--- src/rtl/pc_gen_if.sv ---
// pc_gen fetch-side bundle: redirect inputs, stall/handshake, pc outputs.
interface pc_gen_if #(
    parameter int unsigned ADDR_W = 32
);
    logic              en;
    logic              fetch_ready;
    logic              exc_req;
    logic              eret_req;
    logic [ADDR_W-1:0] epc;
    logic              br_redirect;
    logic [ADDR_W-1:0] br_target;
    logic [ADDR_W-1:0] pc;
    logic [ADDR_W-1:0] pc_plus;
    logic              fetch_valid;
    logic              redirect_taken;
    logic              misalign;

    modport master (
        input  en,
        input  fetch_ready,
        input  exc_req,
        input  eret_req,
        input  epc,
        input  br_redirect,
        input  br_target,
        output pc,
        output pc_plus,
        output fetch_valid,
        output redirect_taken,
        output misalign
    );

    modport slave (
        output en,
        output fetch_ready,
        output exc_req,
        output eret_req,
        output epc,
        output br_redirect,
        output br_target,
        input  pc,
        input  pc_plus,
        input  fetch_valid,
        input  redirect_taken,
        input  misalign
    );
endinterface

--- src/rtl/pc_gen.sv ---
// IF-stage PC generator with prioritised redirects and stall-pending latch.
// Optional target alignment check: define PC_ALIGN_CHECK_EN.
module pc_gen #(
    parameter int unsigned       ADDR_W    = 32,
    parameter logic [ADDR_W-1:0] RESET_VEC = ADDR_W'(32'h00003000),
    parameter logic [ADDR_W-1:0] EXC_VEC   = ADDR_W'(32'h00004180),
    parameter int unsigned       INC       = 4
) (
    input  logic     clk,
    input  logic     reset,
    pc_gen_if.master bus
);

    localparam logic [ADDR_W-1:0] STEP = ADDR_W'(INC);

    typedef enum logic [1:0] {
        HOLD,
        RUN,
        PEND
    } state_t;

    typedef enum logic [1:0] {
        PRI_NONE,
        PRI_BR,
        PRI_ERET,
        PRI_EXC
    } pri_t;

    state_t            state_q, state_n;
    logic [ADDR_W-1:0] pc_q, pc_n;
    logic [ADDR_W-1:0] pend_tgt_q, pend_tgt_n;
    pri_t              pend_pri_q, pend_pri_n;
    logic              rt_q, rt_n;

    pri_t              req_pri;
    logic [ADDR_W-1:0] req_tgt;
    pri_t              take_pri;
    logic [ADDR_W-1:0] take_tgt;
    logic [ADDR_W-1:0] load_tgt;
    logic              load;
    logic              mis;

    always_ff @(posedge clk) begin
        if (!reset) begin
            state_q    <= HOLD;
            pc_q       <= RESET_VEC;
            pend_tgt_q <= '0;
            pend_pri_q <= PRI_NONE;
            rt_q       <= 1'b0;
        end else begin
            state_q    <= state_n;
            pc_q       <= pc_n;
            pend_tgt_q <= pend_tgt_n;
            pend_pri_q <= pend_pri_n;
            rt_q       <= rt_n;
        end
    end

    always_comb begin
        req_pri = PRI_NONE;
        req_tgt = bus.br_target;
        if (bus.exc_req) begin
            req_pri = PRI_EXC;
            req_tgt = EXC_VEC;
        end else if (bus.eret_req) begin
            req_pri = PRI_ERET;
            req_tgt = bus.epc;
        end else if (bus.br_redirect) begin
            req_pri = PRI_BR;
            req_tgt = bus.br_target;
        end
    end

    // Pending slot is empty outside PEND, so a live request always wins there.
    always_comb begin
        take_pri = pend_pri_q;
        take_tgt = pend_tgt_q;
        if (req_pri != PRI_NONE && req_pri >= pend_pri_q) begin
            take_pri = req_pri;
            take_tgt = req_tgt;
        end
    end

`ifdef PC_ALIGN_CHECK_EN
    localparam logic [ADDR_W-1:0] LOW = STEP - 1'b1;

    logic mis_q;

    always_comb begin
        load_tgt = take_tgt & ~LOW;
    end

    always_ff @(posedge clk) begin
        if (!reset) begin
            mis_q <= 1'b0;
        end else if (load) begin
            if (take_pri == PRI_EXC) begin
                mis_q <= 1'b0;
            end else if (|(take_tgt & LOW)) begin
                mis_q <= 1'b1;
            end
        end
    end

    always_comb begin
        mis = mis_q;
    end
`else
    always_comb begin
        load_tgt = take_tgt;
        mis      = 1'b0;
    end
`endif

    always_comb begin
        state_n    = state_q;
        pc_n       = pc_q;
        pend_tgt_n = pend_tgt_q;
        pend_pri_n = pend_pri_q;
        rt_n       = 1'b0;
        load       = 1'b0;
        unique case (state_q)
            HOLD: begin
                if (take_pri != PRI_NONE) begin
                    state_n    = PEND;
                    pend_tgt_n = take_tgt;
                    pend_pri_n = take_pri;
                end else begin
                    state_n = RUN;
                end
            end
            RUN: begin
                if (take_pri != PRI_NONE) begin
                    if (bus.en) begin
                        load = 1'b1;
                    end else begin
                        state_n    = PEND;
                        pend_tgt_n = take_tgt;
                        pend_pri_n = take_pri;
                    end
                end else if (bus.en && bus.fetch_ready) begin
                    pc_n = pc_q + STEP;
                end
            end
            PEND: begin
                if (bus.en) begin
                    load       = 1'b1;
                    state_n    = RUN;
                    pend_tgt_n = '0;
                    pend_pri_n = PRI_NONE;
                end else begin
                    pend_tgt_n = take_tgt;
                    pend_pri_n = take_pri;
                end
            end
            default: begin
                state_n = HOLD;
            end
        endcase
        if (load) begin
            pc_n = load_tgt;
            rt_n = 1'b1;
        end
    end

    always_comb begin
        bus.fetch_valid    = (state_q == RUN);
        bus.pc             = pc_q;
        bus.pc_plus        = pc_q + STEP;
        bus.redirect_taken = rt_q;
        bus.misalign       = mis;
    end

endmodule

--- src/flat_wrapper.sv ---
// flat-port wrapper written by rule: the top's interface ports become plain ports
module pc_gen_flat 
#(
    parameter int unsigned       ADDR_W    = 32,
    parameter logic [ADDR_W-1:0] RESET_VEC = ADDR_W'(32'h00003000),
    parameter logic [ADDR_W-1:0] EXC_VEC   = ADDR_W'(32'h00004180),
    parameter int unsigned       INC       = 4
)
  (clk, reset, bus_en, bus_fetch_ready, bus_exc_req, bus_eret_req, bus_epc, bus_br_redirect, bus_br_target, bus_pc, bus_pc_plus, bus_fetch_valid, bus_redirect_taken, bus_misalign);
  pc_gen_if #(.ADDR_W(ADDR_W)) bus_i ();
  input  logic clk;
  input  logic reset;
  input wire logic [$bits(bus_i.en)-1:0] bus_en;
  input wire logic [$bits(bus_i.fetch_ready)-1:0] bus_fetch_ready;
  input wire logic [$bits(bus_i.exc_req)-1:0] bus_exc_req;
  input wire logic [$bits(bus_i.eret_req)-1:0] bus_eret_req;
  input wire logic [$bits(bus_i.epc)-1:0] bus_epc;
  input wire logic [$bits(bus_i.br_redirect)-1:0] bus_br_redirect;
  input wire logic [$bits(bus_i.br_target)-1:0] bus_br_target;
  output wire logic [$bits(bus_i.pc)-1:0] bus_pc;
  output wire logic [$bits(bus_i.pc_plus)-1:0] bus_pc_plus;
  output wire logic [$bits(bus_i.fetch_valid)-1:0] bus_fetch_valid;
  output wire logic [$bits(bus_i.redirect_taken)-1:0] bus_redirect_taken;
  output wire logic [$bits(bus_i.misalign)-1:0] bus_misalign;
  assign bus_i.en = bus_en;
  assign bus_i.fetch_ready = bus_fetch_ready;
  assign bus_i.exc_req = bus_exc_req;
  assign bus_i.eret_req = bus_eret_req;
  assign bus_i.epc = bus_epc;
  assign bus_i.br_redirect = bus_br_redirect;
  assign bus_i.br_target = bus_br_target;
  assign bus_pc = bus_i.pc;
  assign bus_pc_plus = bus_i.pc_plus;
  assign bus_fetch_valid = bus_i.fetch_valid;
  assign bus_redirect_taken = bus_i.redirect_taken;
  assign bus_misalign = bus_i.misalign;
  pc_gen #(.ADDR_W(ADDR_W), .RESET_VEC(RESET_VEC), .EXC_VEC(EXC_VEC), .INC(INC)) u_core (.clk(clk), .reset(reset), .bus(bus_i));
endmodule
--- config.mk ---
export PLATFORM = sky130hd
export DESIGN_NAME = pc_gen_flat
export DESIGN_NICKNAME = d
export VERILOG_FILES = /design/src/rtl/pc_gen_if.sv /design/src/rtl/pc_gen.sv /design/src/flat_wrapper.sv
export SDC_FILE = /design/constraint.sdc
export NUM_CORES = 1
export LEC_CHECK = 0
export BUFFER_PORTS_ARGS = -buffer_cell sky130_fd_sc_hd__buf_2
export CORE_AREA = 4 4 95 97
export CTS_CLUSTER_SIZE = 8
export DETAILED_ROUTE_END_ITERATION = 7
export DIE_AREA = 0 0 99 101
export GPL_TIMING_DRIVEN = 0
export PLACE_DENSITY = 0.86
export RECOVER_POWER = 100
export SLEW_MARGIN = 30
export SYNTH_ARGS = -nofsm -noshare
export SYNTH_HDL_FRONTEND = slang
export SYNTH_SLANG_ARGS = --single-unit
--- constraint.sdc ---
create_clock -name clk -period 8.7 [get_ports clk]
set_clock_uncertainty 0.1 [all_clocks]
set_input_delay 0.87 -clock clk [delete_from_list [all_inputs] [get_ports clk]]
set_output_delay 0.87 -clock clk [all_outputs]
set_load 0.005 [all_outputs]
; ---- Word-level counts from Yosys, hierarchy flattened
; Cells that the tools add are included.
[op_classes]
n_addsub = 1
reduce_logical = 11
n_lt_le_gt_ge = 1
muxes = 30
n_eq_ne = 7
[ops]
columns = cell, n
row1 = 32-bit 2-to-1 mux, 11
row2 = 32-bit one-hot mux with 3 select lines, 1
row3 = "32-bit by 3-bit adder with 32-bit output, second input constant", 1
row4 = 2-bit 2-to-1 mux, 11
row5 = 2-bit one-hot mux with 3 select lines, 2
row6 = 2-bit nonzero test, 4
row7 = "2-bit by 1-bit != test with 1-bit output, second input constant", 3
row8 = 3-bit AND reduction, 2
row9 = 1-bit 2-to-1 mux, 4
row10 = "2-bit != test, second input constant", 2
row11 = 4-bit AND reduction, 1
row12 = 3-bit nonzero test, 1
row13 = "2-bit by 1-bit equality test with 1-bit output, second input constant", 1
row14 = "2-bit equality test, second input constant", 1
row15 = 2-bit >= comparator, 1
row16 = 1-bit logical AND, 2
row17 = 2-bit logical NOT, 1
row18 = 1-bit one-hot mux with 2 select lines, 1
[word_totals]
register_bits = 69

; ---- Depth between registers and ports, before layout
[logic_depth]
depth_word = 11
mapped_depth = 12
mapped_depth_nobuf = 7

; ---- Worst setup path before layout
; No wires, ideal clock.
[synth_path]
kind = input -> register
start = input port bus_eret_req
end = register u_core.pend_tgt_q[2]
n_path_buf = 5
arrival_ns = 3.445
slack_ns = 5.085
t_required_ns = 8.530
stages = 12
cell_sequence = buf_2 > buf_2 > clkbuf_1 > or2_2 > ha_1 > or2_2 > o311a_1 > buf_2 > buf_2 > mux2i_1 > or3_1 > a21oi_1
[synth_via]
elab_chain_len = 8
[synth_rtl]
columns = element, line
row1 = from (decl), flat_wrapper.sv:16  ; input wire logic [$bits(bus_i.eret_req)-1:0] bus_eret_req;
row2 = 2-bit 2-to-1 mux, pc_gen.sv:65  ; end else if (bus.eret_req) begin
row3 = 2-bit 2-to-1 mux, pc_gen.sv:62  ; if (bus.exc_req) begin
row4 = 2-bit >= comparator / 2-bit nonzero test (equally long branches), pc_gen.sv:78  ; if (req_pri != PRI_NONE && req_pri >= pend_pri_q) begin
row5 = 1-bit logical AND, pc_gen.sv:78
row6 = 32-bit 2-to-1 mux / 2-bit 2-to-1 mux (equally long branches), pc_gen.sv:78
row7 = 32-bit 2-to-1 mux / 2-bit nonzero test (equally long branches), "pc_gen.sv:134, pc_gen.sv:124, pc_gen.sv:133"
row8 = 32-bit 2-to-1 mux / 2-bit by 1-bit != test with 1-bit output (equally long branches), n/a
row9 = 32-bit one-hot mux with 3 select lines / 4-bit AND reduction (equally long branches), n/a
row10 = to (signal assigned), pc_gen.sv:53  ; pend_tgt_q <= pend_tgt_n;
row11 = to (decl), pc_gen.sv:31  ; logic [ADDR_W-1:0] pend_tgt_q, pend_tgt_n;
; Parallel ways exist; a longest one is shown, timed or not. The select of a mux whose other input is x is not followed.
; A chain may end at the register's enable or synchronous reset.

; ---- Final worst setup path
[layout_path]
start = input port bus_exc_req
end = register u_core.pc_q[16] (netlist: u_core.bus.pc[16])
[layout_via]
elab_chain_len = 9
[layout_rtl]
columns = element, line
row1 = from (decl), flat_wrapper.sv:15  ; input wire logic [$bits(bus_i.exc_req)-1:0] bus_exc_req;
row2 = 2-bit 2-to-1 mux, pc_gen.sv:62
row3 = 2-bit >= comparator / 2-bit nonzero test (equally long branches), pc_gen.sv:78
row4 = 1-bit logical AND, pc_gen.sv:78
row5 = 2-bit 2-to-1 mux, pc_gen.sv:78
row6 = 2-bit nonzero test, pc_gen.sv:133  ; if (take_pri != PRI_NONE) begin
row7 = 1-bit 2-to-1 mux, pc_gen.sv:133
row8 = 1-bit one-hot mux with 2 select lines, pc_gen.sv:122  ; unique case (state_q)
row9 = 2-bit by 1-bit != test with 1-bit output (no line) / 2-bit nonzero test (equally long branches), n/a
row10 = 3-bit AND reduction (no line), n/a
row11 = to (signal assigned), pc_gen.sv:52  ; pc_q <= pc_n;
row12 = to (decl), pc_gen.sv:30  ; logic [ADDR_W-1:0] pc_q, pc_n;
; Parallel ways exist; a longest one is shown, timed or not.

==> results by group <==
Setup path
  • Launch point of the worst path: bus_exc_req
  • CP Depth: 12
  • Crit path kind: in -> reg
  • Worst setup SP type: primary input
  • RR Endpoint: u_core.bus.pc[16]$_SDFFE_PN0P_
  • Critical Path RT: 8.79 ns
  • CP delay by family, top: buffers and inverters
  • Reg2Reg Depth: 9
  • CP Buf/Inv Count: 6
  • CP max stage delay: 0.59 ns
  • R2R Path Start: u_core.pend_pri_q[1]$_SDFFE_PN0P_
  • CP arrival: 4.70 ns
  • Most used cell, CP: clkbuf_1
  • Slowest stage cell on the critical path: a2111oi_0
  • Critical Path, Cell by Cell: clkbuf_1 > clkbuf_1 > clkbuf_1 > or2_2 > ha_1 > or2_2 > a2111oi_0 > or2_2 > clkbuf_1 > clkbuf_1 > clkbuf_1 > a21boi_0
  • Flop-to-flop setup slack: 5.27 ns
  • Worst Setup EP: u_core.bus.pc[16]$_SDFFE_PN0P_
  • Max FO, Critical Path: 10
  • CP endpoint kind: register

CTS
  • CTS Buf Count: 9
  • # H-tree levels: 3
  • Setup Fix Bufs, Post-CTS: 0
  • CTS max path bufs: 2
  • Clock latency on the worst-skew pair: 0.34 ns
  • TritonCTS clock tree: done
  • Clk sink count: 69
  • # resized after CTS: 0
  • Clock root buffer: clkbuf_8
  • Worst-path clk slew: 0.07 ns
  • Hold_buf cts: 0

Layout
  • Diode count: 0
  • Nets@finish: 805
  • Final core utilization: 0.676
  • Post-route insts no fill: 838
  • Area delta synth->final: 19.5%
  • Layout cell share with drive strength beyond 1: 0.195

Die
  • Die X: 99 µm
  • I/O Pins: 138
  • Die Y: 101 µm
  • Die area: 0.0100 mm²
  • # rows: 33
  • Core footprint: 0.00813 mm²
  • Starting density of the core: 0.566

Power
  • Sw power: 0.591 mW
  • Switching Share: 0.426
  • Sequential power share: 0.338
  • Leakage: 2.28 nW
  • Overall power: 1.39 mW
  • Logic gate share of total power: 0.475
  • Internal cell power: 0.797 mW
  • Power Density: 252 mW/mm²
  • VDD IR max: 0.129 mV
  • Clock group share of total power: 0.187

Routing
  • Drt pass-1 iters: 5
  • Total Wirelength: 14.6 mm
  • # DRC: 0
  • Via Count: 4,942
  • Initial DRC count: 325
  • Antenna Nets Post-Route: 0
  • Wire per inst: 17.4 µm
  • Via-to-Cell Ratio: 5.90

STA
  • Final setup vio count: 0
  • Worst hold margin: 0.352 ns
  • Setup TNS: 0 ns
  • Fmax: 0.217 GHz
  • Worst-Margin Slew: 0.892 ns
  • Max-slew violations: 0
  • Tcrit/Tclk final: 0.530
  • Period minus WS final: 4.61 ns
  • Worst slew margin: 0.405
  • Fin. Hold Viols: 0
  • RSZ-0062 raised after global routing: no

Global route
  • GRT Total Usage: 0.284
  • First-pass GRT wire length: 22.7 mm
  • Initial antenna violation count: 0
  • GRT Residual Overflow: 0
  • Vias in the first global route: 4,536
  • Largest net degree at the start of global routing: 12

Placed design
  • Port Buffer Count: 135
  • Placed Cells: 822
  • RePlAce Congestion: 0.950
  • HPWL after DPL: 11.3 mm

Synth
  • Synth area leaders: dfxtp_1 30%, mux2i_1 12%, a21oi_1 5.5%
  • Synthesized flop and latch total: 69
  • Post-Syn Instances: 582
  • Yosys warnings: 0
  • Post-synthesis sequential area ratio: 0.300
  • Post-synth top area cell: dfxtp_1
  • FFs w/ async S/R, synth: 0
  • Post-synth top area share: 0.300
  • Most used flip-flop cell after synthesis: dfxtp_1
  • Avg Synthesized Cell Area: 7.91 µm²
  • EDFF count, synth: 0
  • Synthesized Nets: 659
  • Netlist cell types: 50
  • Synthesized cell area: 0.00460 mm²

Flow run
  • Max Cap Violations: 0

Worst hold path
  • Worst Hold Class: reg -> reg

Status
  • Outcome: completed
==> logic make-up after synthesis <==
kind of cell	share of synthesized area
xor+xnor	0.0799
mux	0.139
buf+inv	0.0620
simple gates	0.222
compound gates	0.180
other cells	0.000815
flops	0.300
fa+ha+maj	0.0163
==> cell usage in the layout, fill, tap and decap left out, drive strengths merged, types with 9 or more instances in the layout <==
master  Yosys  final
a21oi      51     51
a21boi     10     10
buf        23    106
xnor2      29     29
dfxtp      69     69
nand3      23     23
mux2        9      9
inv        16     16
xor2       13     13
clkbuf     25     89
mux2i      54     54
nand2      56     56
nand4       9      9
nor2       56     56
nor3       18     18
o21ai      16     16
or3        27     27
==> worst register-to-register path: stages (launching register included) <==
cell and delay [ns]:
dfxtp_1 0.37, inv_1 0.11, ha_1 0.33, or2_2 0.34
a2111oi_0 0.59, or2_2 0.22, clkbuf_1 0.21, clkbuf_1 0.32
clkbuf_1 0.50, a21boi_0 0.18
==> synthesized netlist by cell type, types with 2 or more instances <==
library cell  instances
dfxtp_1              69
nand2_1              56
nor2_1               56
mux2i_1              54
a21oi_1              51
xnor2_1              29
clkbuf_1             25
or3_1                25
nand3_1              23
nor3_1               17
inv_1                16
o21ai_0              16
buf_2                15
xor2_1               13
a21boi_0             10
mux2_2                9
a211oi_1              8
a31oi_1               8
nand4_1               8
a221oi_1              7
buf_4                 7
and3_1                6
ha_1                  6
or2_2                 5
and4_1                4
o41ai_1               4
a21o_1                3
nor4_1                3
o31a_1                3
a2111oi_2             2
o211ai_1              2
o221ai_1              2
o22ai_1               2
or3_4                 2
==> worst min-delay path by stage <==
stage,depth (start not counted),slack (ns),from,end
2_1_floorplan,2,0.33,u_core.pend_tgt_q[14]$_SDFFE_PN0P_,u_core.pend_tgt_q[14]$_SDFFE_PN0P_
3_5_place_dp,2,0.34,u_core.pend_tgt_q[6]$_SDFFE_PN0P_,u_core.pend_tgt_q[6]$_SDFFE_PN0P_
6_report,2,0.35,u_core.pend_tgt_q[17]$_SDFFE_PN0P_,u_core.pend_tgt_q[17]$_SDFFE_PN0P_
3_3_place_gp,2,0.34,u_core.pend_tgt_q[29]$_SDFFE_PN0P_,u_core.pend_tgt_q[29]$_SDFFE_PN0P_
4_1_cts,2,0.35,u_core.pend_tgt_q[6]$_SDFFE_PN0P_,u_core.pend_tgt_q[6]$_SDFFE_PN0P_
5_1_grt,2,0.36,u_core.pend_tgt_q[27]$_SDFFE_PN0P_,u_core.pend_tgt_q[27]$_SDFFE_PN0P_
==> flip-flops by register name (all words and copies together) (netlist names) <==
signal and flops:
u_core.state_q 2, u_core.pend_tgt_q 32, u_core.pend_pri_q 2, u_core.bus.redirect_taken 1, u_core.bus.pc 32
==> area by class of cell <==
cell class                      count  area, µm²
Multi-Input combinational cell    449       2900
Timing Repair Buffer              135        633
Buffer                             48        203
Fill cell                         725       2630
Sequential cell                    69       1380
Clock buffer                       12        145
Tap cell                          105        131
Clock inverter                      4       47.5
Inverter                           16       60.1
==> power groups by stage <==
stage	Combinational (mW)	Sequential, mW	Clock (mW)
2_1_floorplan	0.457	0.463	0
3_3_place_gp	0.652	0.470	0
3_5_place_dp	0.670	0.475	0
4_1_cts	0.674	0.468	0.260
5_1_grt	0.720	0.480	0.275
6_report	0.659	0.469	0.260
==> routing by layer <==
layer	up-vias	track usage	wire [µm]
li1	2367	-	-
met1	2246	0.376	6080
met2	303	0.462	6720
met3	26	0.0533	1440
met4	0	0.103	313
met5	-	0	0
==> per-stage QoR <==
stage	instance area, µm²	setup WS (ns)
global route	5500	3.71
global placement	5410	4.44
floorplan	4600	5.09
finish	5500	4.09
CTS	5600	4.69
detailed placement	5410	4.35
Note: power is estimated with default switching activity, not from simulation.
